<file path="config.mk">
export PLATFORM = sky130hd
export DESIGN_NAME = ibex_rf_write_sequencer
export DESIGN_NICKNAME = d
export VERILOG_FILES = /design/src/rtl/ibex_rf_write_sequencer.sv
export SDC_FILE = /design/constraint.sdc
export NUM_CORES = 1
export LEC_CHECK = 0
export ABC_AREA = 1
export CAP_MARGIN = 25
export CORE_ASPECT_RATIO = 1.25
export CORE_MARGIN = 8
export CORE_UTILIZATION = 57
export DETAILED_ROUTE_END_ITERATION = 10
export DONT_BUFFER_PORTS = 1
export PLACE_DENSITY = 0.75
export SKIP_LAST_GASP = 1
export SLEW_MARGIN = 20
export SYNTH_ARGS = -nofsm -noshare
export SYNTH_HDL_FRONTEND = slang
export SYNTH_SLANG_ARGS = --single-unit
</file>
<file path="constraint.sdc">
create_clock -name clk_i -period 1.59 [get_ports clk_i]
set_input_delay 0.318 -clock clk_i [delete_from_list [all_inputs] [get_ports clk_i]]
set_output_delay 0.318 -clock clk_i [all_outputs]
set_load 0.005 [all_outputs]
</file>
<file path="src/rtl/ibex_rf_write_sequencer.sv">
// Write-port sequencer for the FPGA register file: clears x1..xN-1 after reset or on
// request, then arbitrates the single write port between writeback and a secondary requester.
module ibex_rf_write_sequencer #(
   parameter bit                   RV32E       = 1'b0,
   parameter int unsigned          DataWidth   = 32,
   parameter logic [DataWidth-1:0] WordZeroVal = '0,
   parameter int unsigned          StarveLimit = 4
) (
   input  logic                 clk_i,
   input  logic                 rst_ni,

   input  logic                 clear_req_i,

   input  logic                 wb_we_i,
   input  logic [4:0]           wb_waddr_i,
   input  logic [DataWidth-1:0] wb_wdata_i,
   output logic                 stall_wb_o,
   output logic                 busy_o,

   input  logic                 dbg_req_i,
   input  logic [4:0]           dbg_waddr_i,
   input  logic [DataWidth-1:0] dbg_wdata_i,
   output logic                 dbg_gnt_o,

   output logic                 rf_we_o,
   output logic [4:0]           rf_waddr_o,
   output logic [DataWidth-1:0] rf_wdata_o,

   output logic                 done_o,
   output logic                 err_o
);

   localparam int unsigned        NumWords  = RV32E ? 16 : 32;
   localparam int unsigned        IdxW      = RV32E ? 4 : 5;
   localparam logic [IdxW-1:0]    FirstIdx  = IdxW'(1);
   localparam logic [IdxW-1:0]    LastIdx   = IdxW'(NumWords - 1);
   localparam logic [3:0]         StarveMax = 4'(StarveLimit);

   typedef enum logic [1:0] {
      StStart = 2'd0,
      StClear = 2'd1,
      StIdle  = 2'd2
   } state_e;

   state_e          state_q, state_d;
   logic [IdxW-1:0] idx_q, idx_d;
   logic [3:0]      starve_q, starve_d;
   logic            done_q, done_d;
   logic            err_q, err_d;

   logic            busy_s;
   logic            stall_s;
   logic            gnt_s;
   logic            we_s;
   logic [4:0]      waddr_s;
   logic [DataWidth-1:0] wdata_s;

   // Next-state logic and the combinational write-port mux.
   always_comb begin
      state_d  = state_q;
      idx_d    = idx_q;
      starve_d = 4'd0;
      done_d   = 1'b0;
      busy_s   = 1'b1;
      stall_s  = 1'b0;
      gnt_s    = 1'b0;
      we_s     = 1'b0;
      waddr_s  = 5'd0;
      wdata_s  = '0;

      case (state_q)
         StStart: begin
            state_d = StClear;
         end

         StClear: begin
            we_s    = 1'b1;
            waddr_s = 5'(idx_q);
            wdata_s = WordZeroVal;
            if (idx_q == LastIdx) begin
               state_d = StIdle;
               idx_d   = FirstIdx;
               done_d  = 1'b1;
            end else begin
               idx_d   = idx_q + IdxW'(1);
            end
         end

         StIdle: begin
            busy_s = 1'b0;
            // A starved requester wins over writeback and forces the core to stall.
            if ((starve_q == StarveMax) && dbg_req_i) begin
               gnt_s   = 1'b1;
               stall_s = 1'b1;
            end else if (wb_we_i) begin
               we_s    = 1'b1;
               waddr_s = wb_waddr_i;
               wdata_s = wb_wdata_i;
            end else if (dbg_req_i) begin
               gnt_s   = 1'b1;
            end else begin
               we_s    = 1'b0;
            end

            if (gnt_s) begin
               we_s    = 1'b1;
               waddr_s = dbg_waddr_i;
               wdata_s = dbg_wdata_i;
            end else begin
               gnt_s   = 1'b0;
            end

            if (dbg_req_i && !gnt_s) begin
               starve_d = (starve_q == StarveMax) ? starve_q : (starve_q + 4'd1);
            end else begin
               starve_d = 4'd0;
            end

            if (clear_req_i) begin
               state_d = StStart;
            end else begin
               state_d = StIdle;
            end
         end

         default: begin
            state_d = StStart;
            idx_d   = FirstIdx;
         end
      endcase

      err_d = wb_we_i & (busy_s | stall_s);
   end

   // State, clear index, starvation counter and pulse flags.
   always_ff @(posedge clk_i or negedge rst_ni) begin
      if (!rst_ni) begin
         state_q  <= StStart;
         idx_q    <= FirstIdx;
         starve_q <= 4'd0;
         done_q   <= 1'b0;
         err_q    <= 1'b0;
      end else begin
         state_q  <= state_d;
         idx_q    <= idx_d;
         starve_q <= starve_d;
         done_q   <= done_d;
         err_q    <= err_d;
      end
   end

   assign busy_o     = busy_s;
   assign stall_wb_o = stall_s;
   assign dbg_gnt_o  = gnt_s;
   assign rf_we_o    = we_s;
   assign rf_waddr_o = waddr_s;
   assign rf_wdata_o = wdata_s;
   assign done_o     = done_q;
   assign err_o      = err_q;

endmodule

</file>
==> impl_metrics.env, run 1 <==
export IMPL_rsz0062_at_grt="true"
export IMPL_grt_remaining_overflow=0
export IMPL_fin_util_pct=89.03
export IMPL_ant_nets=0
export IMPL_clockBufferDepth=2
export IMPL_critPathSlowestCell="dfrtp_1"
export IMPL_ys_seq_elements=13
export IMPL_critPathKind="flip-flop to output port"
export IMPL_grt_use_met2_pct=37.91
export IMPL_finalHoldViolCount=0
export IMPL_grt_antenna_before_repair=0
export IMPL_drive_above_1_share_pct=42.51
export IMPL_worstSkewPairLatency_ns=0.27
export IMPL_synthesis_instances=225
export IMPL_insertedDiodeCount=0
export IMPL_hp_class="input port to flip-flop"
export IMPL_synth_top_area_share_pct=23.03
export IMPL_worstSetupEndpointType="output port"
export IMPL_die_width_um=59.57
export IMPL_cpMostUsedCell="nand2_4"
export IMPL_skew_ns=0.0001576
export IMPL_ys_warn_count=0
export IMPL_routedWlPerCell_um=20.93
export IMPL_yosysUniqueCellTypes=23
export IMPL_layout_cells_non_filler=278
export IMPL_place_inst=261
export IMPL_finalWirelength_um=5818
export IMPL_syn_nets=311
export IMPL_n_fill_cell=111
export IMPL_area_delta_synth_final_pct=47.09
export IMPL_cellPowerDensity_nw_per_um2=1182
export IMPL_synthTopCellsByArea="nand2_1, dfrtp_1, nand3_1, ha_1, inv_1"
export IMPL_required_ns=1.27
export IMPL_initial_core_util_pct=60.53
export IMPL_drt_iter0_drc=180
export IMPL_port_buffers=0
export IMPL_numCtsBuffers=3
export IMPL_grt_max_degree=21
export IMPL_slowest_delay_ns=0.39
export IMPL_crit_path_cell_trace="inv_1, ha_2, inv_2, nor2_4, nand2_4, nand2_4, nand2_4, clkinv_8, buf_12, nand2_2, nand2_2"
export IMPL_period_needed_ns=1.954
export IMPL_critical_path_startpoint_type="flip-flop"
export IMPL_cp_arrival_ns=1.64
export IMPL_avgSynthCellArea_sq_um=6.011
export IMPL_met1_usage_pct=20.53
export IMPL_clock_sinks=13
export IMPL_worstMarginPinSlew_ns=0.5609
export IMPL_drv_cap=0
export IMPL_syn_area_sq_um=1353
export IMPL_relSlewSlack_pct=62.48
export IMPL_setup_viol=40
export IMPL_finalHoldWorstSlack_ns=0.1937
export IMPL_num_io_pins=122
export IMPL_fin_crit_sh_pct=122.9
export IMPL_status="finished with violations"
export IMPL_grt_first_pass_wirelength_um=6941
export IMPL_die_y_um=70.46
export IMPL_grt_busiest_layer="met2"
export IMPL_clkTransAtPathRegs_ns=0.07
export IMPL_use_met3_pct=6.593
export IMPL_grt_pass1_vias=1418
export IMPL_max_freq_mhz=511.7
export IMPL_core_sq_um=2235
export IMPL_power_mw=2.351
export IMPL_groute_usage_overall_pct=20.56
export IMPL_cts_root_buf="clkbuf_4"
export IMPL_synth_largest_area_cell="nand2_1"
export IMPL_p_leak_nw=1.013
export IMPL_violations="setup timing"
export IMPL_synth_seq_area_share_pct=24.14
export IMPL_rows=19
export IMPL_dieArea_sq_um=4197
export IMPL_drt_vias_per_instance=6.029
export IMPL_cts_tree="built"
export IMPL_drc_errors=0
export IMPL_worst_path_max_fanout=7
export IMPL_cts_max_level=1
export IMPL_globalplace_congestion=0.8597
export IMPL_dr_pass1_iters=5
export IMPL_ir_worst_vdd_mv=1.342
export IMPL_final_nets=334
export IMPL_timing_final_max_slew_violations=0
export IMPL_via_count=1676
export IMPL_setup_ws_ns=-0.3644
export IMPL_dp_hpwl_um=3787
[stage by stage]
stage	instance area [sq um]	setup TNS, ns	setup slack [ns]
after global placement	1491	0	0.009734
final	1989	-12.37	-0.3644
after global routing	1989	-15.25	-0.4233
after floorplan	1385	0	0.009231
after CTS	1684	-10.79	-0.3148
after detailed placement	1491	-0.8189	-0.06856
[logic make-up after synthesis]
family                     Yosys count  share of synthesized area [%]
buffers and inverters               37                          13.69
DFF                                 13                          24.14
adders and majority gates            7                          6.475
and+or+nand+nor                    155                          50.14
xor gates and xnor gates             2                          1.295
AOI/OAI and AO/OA                   11                          4.255
[placed cells by master, fill, tap and decap left out, types with 2 or more instances in the layout]
| cell type | instances |
|---|---|
| ha_1 | 2 |
| buf_12 | 5 |
| a21oi_2 | 5 |
| a21oi_1 | 4 |
| nor3_1 | 5 |
| inv_1 | 16 |
| clkbuf_4 | 3 |
| nor3_2 | 2 |
| nand2_4 | 12 |
| dfrtp_1 | 12 |
| ha_2 | 2 |
| nor2_4 | 4 |
| ha_4 | 3 |
| nand3_2 | 6 |
| buf_4 | 18 |
| nand3_1 | 42 |
| buf_6 | 3 |
| nand2_2 | 28 |
| clkbuf_16 | 3 |
| nand2_1 | 46 |
| inv_4 | 2 |
| inv_2 | 5 |
| nor2_1 | 10 |
[synth_stat cells]
cell / n
dfrtp_1: 12
buf_2: 3
xor2_1: 1
o21a_1: 1
dfstp_2: 1
nor2_2: 1
xnor2_1: 1
clkbuf_1: 3
inv_1: 22
o21ai_0: 1
nor2_1: 12
nand2_1: 83
nand3_1: 48
nand2_2: 1
clkinv_2: 1
inv_2: 1
buf_4: 3
ha_1: 7
nand2_4: 2
a21oi_1: 9
nor3_1: 7
buf_6: 4
nor2_4: 1
[where the power goes]
| part | internal, mW | total, mW | switching [mW] | leakage (nW) |
|---|---|---|---|---|
| clock | 0.0973 | 0.202 | 0.104 | 0.0150 |
| sequential | 0.409 | 0.479 | 0.0701 | 0.171 |
| combinational | 0.677 | 1.67 | 0.994 | 0.827 |
[per-layer routing]
layer | share of wire, % | vias up
li1 | - | 762
met1 | 32 | 782
met2 | 55 | 109
met3 | 9.4 | 23
met4 | 3.2 | 0
met5 | 0 | -
[critical path: cells and delay by family, from the launching register on]
family        cells  cell delay, ns
fa+ha+maj         1            0.17
buf+inv           4            0.32
flops             1            0.39
simple gates      6            0.48
[registers in the layout (all words and copies together), names as in the netlist]
| register | count |
|---|---|
| done_o | 1 |
| err_o | 1 |
| idx_q | 5 |
| starve_q | 4 |
| state_q | 2 |
[what timing repair did]
action	CTS	global route
hold endpoints to repair	13	0
hold buffers	1	0
buffers inserted	6	3
endpoints found under the setup margin	41	44
pin swaps	5	19
gates cloned	1	4
resized for setup	24	62
[path summary, 6_finish.rpt]
kind                                          from                     end  slack (ns)  cells after the start
setup / recovery           starve_q[0]$_DFFE_PN0P_           rf_wdata_o[8]       -0.36                     11
hold / removal                             wb_we_i         err_o$_DFF_PN0_        0.19                      2
setup reg to reg              idx_q[0]$_DFFE_PN1N_  state_q[1]$_DFFE_PN0P_        0.03                      7
hold reg to reg               idx_q[4]$_DFFE_PN0N_    idx_q[4]$_DFFE_PN0N_        0.58                      2
max in group asynchronous                   rst_ni    idx_q[0]$_DFFE_PN1N_        0.75                      1
min in group asynchronous                   rst_ni    idx_q[1]$_DFFE_PN0N_        0.47                      1
[final cells by class]
cell class	count	area, sq um	area share, %
flip-flops and latches	13	326.6	16.42
inverters	24	107.6	5.409
clock buffers	4	26.28	1.321
well taps	31	38.79	1.950
repair buffers	31	381.6	19.18
multi-input cells	175	1109	55.72
Power figures use the tool's default switching activity.
==> inputs of run 2 (changes only) <==
--- a/config.mk
+++ b/config.mk
@@ -13,6 +13,7 @@
 export DETAILED_ROUTE_END_ITERATION = 10
 export DONT_BUFFER_PORTS = 1
 export PLACE_DENSITY = 0.75
+export SETUP_SLACK_MARGIN = 0.5
 export SKIP_LAST_GASP = 1
 export SLEW_MARGIN = 20
 export SYNTH_ARGS = -nofsm -noshare
==> impl_metrics.env, run 2 (synthesized netlist as in run 1, its figures left out) <==
export IMPL_met1_usage_pct=19.75
export IMPL_globalplace_congestion=0.8449
export IMPL_max_freq_mhz=519.1
export IMPL_grt_use_met2_pct=44.40
export IMPL_final_common_cell="nand2_1"
export IMPL_p_switching_mw=1.348
export IMPL_finalWirelength_um=5785
export IMPL_p_int_mw=1.266
export IMPL_worstSetupEndpointType="output port"
export IMPL_dp_hpwl_um=3825
export IMPL_fin_crit_sh_pct=121.2
export IMPL_setup_ws_ns=-0.3365
export IMPL_path_depth=10
export IMPL_netSwitchingFraction_pct=51.57
export IMPL_post_place_ws_ns=-0.04811
export IMPL_finalHoldWorstSlack_ns=0.2075
export IMPL_drt_iter0_drc=228
export IMPL_clkPwrFrac_pct=7.6
export IMPL_critPathKind="flip-flop to output port"
export IMPL_drc_errors=0
export IMPL_p_seq_share_pct=18.5
export IMPL_clkTransAtPathRegs_ns=0.07
export IMPL_insertedDiodeCount=0
export IMPL_status="finished with violations"
export IMPL_drv_cap=0
export IMPL_grt_busiest_layer="met2"
export IMPL_grt_pass1_vias=1620
export IMPL_dr_pass1_iters=4
export IMPL_p_leak_nw=0.9631
export IMPL_critical_path_startpoint_type="flip-flop"
export IMPL_rsz0062_at_grt="true"
export IMPL_groute_usage_overall_pct=22.38
export IMPL_worst_path_max_fanout=8
export IMPL_critPathLaunch="starve_q[0]$_DFFE_PN0P_"
export IMPL_cellPowerDensity_nw_per_um2=1315
export IMPL_placed_area_sq_um=1488
export IMPL_violations="setup timing"
export IMPL_cp_num_buf_inv=3
export IMPL_relSlewSlack_pct=60.89
export IMPL_crit_path_cell_trace="inv_2, ha_4, inv_2, nor2_4, nand2_4, nand2_8, nand2_8, clkinv_8, nand2_1, nand2_1"
export IMPL_cpLargestDelayFamily="simple AND/OR/NAND/NOR gates"
export IMPL_dieArea_sq_um=4197
export IMPL_via_count=1701
export IMPL_area_delta_synth_final_pct=46.99
export IMPL_die_width_um=59.57
export IMPL_critPathSlowestCell="dfrtp_1"
export IMPL_cts_root_buf="clkbuf_4"
export IMPL_initial_core_util_pct=60.53
export IMPL_grt_max_degree=29
export IMPL_hp_class="input port to flip-flop"
export IMPL_ant_nets=0
export IMPL_grt_antenna_before_repair=0
export IMPL_grt_first_pass_wirelength_um=7521
export IMPL_rrSetupSlack_ns=-0.01
export IMPL_finalHoldViolCount=0
export IMPL_regMostFlops="idx_q"
export IMPL_cts_max_level=1
export IMPL_worstMarginPinSlew_ns=0.5847
export IMPL_drt_vias_per_instance=6.141
export IMPL_reg_top3="idx_q: 5 flops, starve_q: 4 flops, state_q: 2 flops"
export IMPL_layout_common_cells="nand2_1, nand3_1, nand2_2"
export IMPL_port_buffers=0
export IMPL_hp_start="wb_we_i"
export IMPL_core_sq_um=2235
export IMPL_r2r_start="state_q[1]$_DFFE_PN0P_"
export IMPL_timing_final_max_slew_violations=0
export IMPL_worstSkewPairLatency_ns=0.27
export IMPL_ir_worst_vdd_mv=1.436
export IMPL_setup_viol=41
export IMPL_final_design_area_no_fill_sq_um=1988
export IMPL_cts_tree="built"
export IMPL_period_needed_ns=1.927
export IMPL_grt_remaining_overflow=0
export IMPL_slowest_delay_ns=0.40
export IMPL_comb_power_share_pct=73.9
export IMPL_cp_arrival_ns=1.61
export IMPL_reg2reg_depth=9
export IMPL_skew_ns=0.006991
export IMPL_num_io_pins=122
export IMPL_layout_cells_non_filler=277
export IMPL_numCtsBuffers=3
export IMPL_drive_above_1_share_pct=49.59
export IMPL_largest_reg_flops=5
export IMPL_die_y_um=70.46
export IMPL_whs_path_depth=2
export IMPL_clockBufferDepth=2
export IMPL_fin_util_pct=88.97
export IMPL_place_inst=258
export IMPL_routedWlPerCell_um=20.88
export IMPL_required_ns=1.27
export IMPL_rows=19
export IMPL_use_met3_pct=6.960
export IMPL_clock_sinks=13
export IMPL_final_nets=333
run 2: what timing repair did:
action	CTS	global route
hold buffers	1	0
setup buffers	4	6
cloned	4	0
pin swaps	20	40
hold endpoints to repair	13	0
resized for setup	30	74
endpoints found under the setup margin	54	54
run 2: cell type report:
type | instances | area, sq um
tap | 31 | 38.79
fill | 110 | 246.5
clock buffer | 4 | 26.28
sequential | 13 | 326.6
multi-input combinational | 175 | 1174
timing repair buffer | 26 | 250.2
inverter | 24 | 115.1
timing repair inverter | 4 | 57.56
run 2: final timing paths:
check | to
worst max-delay path | rf_wdata_o[27]
worst min-delay path | err_o$_DFF_PN0_
worst max register to register | idx_q[3]$_DFFE_PN0N_
worst min register to register | idx_q[4]$_DFFE_PN0N_
max in group asynchronous | starve_q[3]$_DFFE_PN0P_
min in group asynchronous | state_q[1]$_DFFE_PN0P_
run 2: power by group through the flow:
stage | logic [mW] | clock network [mW] | registers (mW)
floorplan | 0.989 | 0 | 0.478
global placement | 1.20 | 0 | 0.486
detailed placement | 1.24 | 0 | 0.489
CTS | 1.49 | 0.206 | 0.476
global route | 2.08 | 0.220 | 0.490
finish | 1.93 | 0.197 | 0.484
run 2: per-layer routing:
metal | share of wire [%] | wire [um]
met5 | 0 | 0
met4 | 2.6 | 152
met3 | 12 | 693
met2 | 56 | 3211
met1 | 30 | 1728
run 2: per-stage QoR:
step	TNS, ns	power [mW]
after floorplan	0	1.468
after global placement	0	1.684
after detailed placement	-1.053	1.725
after CTS	-10.86	2.168
after global routing	-14.25	2.789
final	-10.86	2.615
==> inputs of run 3 (changes only) <==
--- a/config.mk
+++ b/config.mk
@@ -6,13 +6,14 @@
 export NUM_CORES = 1
 export LEC_CHECK = 0
 export ABC_AREA = 1
-export CAP_MARGIN = 25
+export CELL_PAD_IN_SITES_DETAIL_PLACEMENT = 0
+export CELL_PAD_IN_SITES_GLOBAL_PLACEMENT = 1
 export CORE_ASPECT_RATIO = 1.25
 export CORE_MARGIN = 8
-export CORE_UTILIZATION = 57
+export CORE_UTILIZATION = 34
 export DETAILED_ROUTE_END_ITERATION = 10
 export DONT_BUFFER_PORTS = 1
-export PLACE_DENSITY = 0.75
+export PLACE_DENSITY_LB_ADDON = 0.1
 export SETUP_SLACK_MARGIN = 0.5
 export SKIP_LAST_GASP = 1
 export SLEW_MARGIN = 20
==> impl_metrics.env, run 3 (synthesized netlist as in run 1, its figures left out) <==
export IMPL_worstMarginPinSlew_ns=0.5964
export IMPL_initial_core_util_pct=35.44
export IMPL_n_fill_cell=396
export IMPL_cts_max_level=1
export IMPL_drt_vias_per_instance=5.071
export IMPL_largest_reg_flops=5
export IMPL_relSlewSlack_pct=60.11
export IMPL_rsz0062_at_grt="true"
export IMPL_p_leak_nw=0.9620
export IMPL_dp_hpwl_um=3859
export IMPL_drc_errors=0
export IMPL_numCtsBuffers=3
export IMPL_drt_iter0_drc=56
export IMPL_tns_ns=-7.597
export IMPL_final_common_cell="nand2_1"
export IMPL_rows=25
export IMPL_violations="setup timing"
export IMPL_via_count=1562
export IMPL_post_place_ws_ns=-0.02309
export IMPL_dieArea_sq_um=6265
export IMPL_die_y_um=86.52
export IMPL_groute_usage_overall_pct=14.96
export IMPL_regArea_sq_um=327.8
export IMPL_num_io_pins=122
export IMPL_timing_final_max_slew_violations=0
export IMPL_multi_input_area_sq_um=984.7
export IMPL_ir_worst_vdd_mv=0.8502
export IMPL_die_width_um=72.42
export IMPL_power_mw=2.783
export IMPL_hp_class="input port to flip-flop"
export IMPL_max_freq_mhz=552.5
export IMPL_core_sq_um=3816
export IMPL_clkTransAtPathRegs_ns=0.05
export IMPL_cp_arrival_ns=1.49
export IMPL_placed_area_sq_um=1536
export IMPL_cellPowerDensity_nw_per_um2=1462
export IMPL_cts_root_buf="clkbuf_8"
export IMPL_finalHoldViolCount=0
export IMPL_period_needed_ns=1.810
export IMPL_clock_sinks=13
export IMPL_insertedDiodeCount=0
export IMPL_grt_max_degree=31
export IMPL_globalplace_congestion=0.7752
export IMPL_skew_ns=0.002408
export IMPL_critPathKind="flip-flop to output port"
export IMPL_cts_tree="built"
export IMPL_worstSetupEndpointType="output port"
export IMPL_routedWlPerCell_um=16.48
export IMPL_grt_first_pass_wirelength_um=7458
export IMPL_fin_crit_sh_pct=113.8
export IMPL_port_buffers=0
export IMPL_finalHoldWorstSlack_ns=0.2096
export IMPL_grt_antenna_before_repair=0
export IMPL_layout_common_cells="nand2_1, nand3_1, buf_4, inv_1, buf_6"
export IMPL_grt_pass1_vias=1521
export IMPL_layout_cells_non_filler=308
export IMPL_finalWirelength_um=5076
export IMPL_worstSkewPairLatency_ns=0.25
export IMPL_reg_top3="idx_q: 5 flops, starve_q: 4 flops, state_q: 2 flops"
export IMPL_area_delta_synth_final_pct=40.80
export IMPL_setup_viol=40
export IMPL_grt_remaining_overflow=0
export IMPL_dr_pass1_iters=4
export IMPL_fin_util_pct=49.90
export IMPL_drive_above_1_share_pct=33.46
export IMPL_place_inst=282
export IMPL_ant_nets=0
export IMPL_worst_path_max_fanout=4
export IMPL_status="finished with violations"
export IMPL_clockBufferDepth=2
export IMPL_regMostFlops="idx_q"
export IMPL_setup_ws_ns=-0.2199
export IMPL_critical_path_startpoint_type="flip-flop"
export IMPL_final_design_area_no_fill_sq_um=1904
export IMPL_required_ns=1.27
export IMPL_drv_cap=0
export IMPL_final_nets=341
[run 3: changes by cell type in the layout (fill, tap and decap cells not counted), sizes merged]
cell    change
buf        +10
clkinv      -2
[run 3: final cells by class]
cell class	count	area share (%)
repair inverters	2	0.9198
flip-flops and latches	13	17.21
inverters	24	6.045
clock buffers	4	2.365
multi-input cells	175	51.71
repair buffers	36	18.20
well taps	54	3.548
[run 3: critical path, cell delays in order, from the launching register on]
cell	delay, ns
dfrtp_1	0.38
inv_1	0.06
ha_2	0.16
inv_2	0.04
nor2_4	0.08
nand2_4	0.07
nand2_4	0.08
buf_4	0.13
nand3_1	0.08
a21oi_2	0.16
[run 3: path summary, 6_finish.rpt]
check                                   startpoint                     end  slack [ns]  cells past startpoint
hold / removal                             wb_we_i         err_o$_DFF_PN0_        0.21                      2
setup reg to reg            state_q[1]$_DFFE_PN0P_    idx_q[3]$_DFFE_PN0N_        0.07                      9
min in group asynchronous                   rst_ni    idx_q[1]$_DFFE_PN0N_        0.52                      1
hold reg to reg               idx_q[4]$_DFFE_PN0N_    idx_q[4]$_DFFE_PN0N_        0.52                      2
setup / recovery           starve_q[1]$_DFFE_PN0P_           rf_waddr_o[0]       -0.22                      9
max in group asynchronous                   rst_ni  state_q[1]$_DFFE_PN0P_        0.65                      1
[run 3: metal layers]
| layer | part of all wire, % | GRT usage, % | vias to the layer above |
|---|---|---|---|
| li1 | - | - | 772 |
| met4 | 1.3 | 5.109 | 0 |
| met3 | 10 | 5.081 | 6 |
| met2 | 56 | 29.71 | 77 |
| met5 | 0 | 0 | - |
| met1 | 33 | 13.38 | 707 |
[run 3: what timing repair did]
action,CTS,global route
hold buffers,1,0
resized for setup,30,12
endpoints found under the hold margin,13,0
setup endpoints to repair,54,54
buffers inserted,15,4
pin swaps,13,10
cloned,2,0
[run 3: where the power goes]
group / switching [mW] / internal, mW / leakage (nW)
sequential: 0.0769 / 0.412 / 0.170
clock: 0.122 / 0.177 / 0.0228
combinational: 1.05 / 0.947 / 0.769
total: 1.25 / 1.54 / 0.962
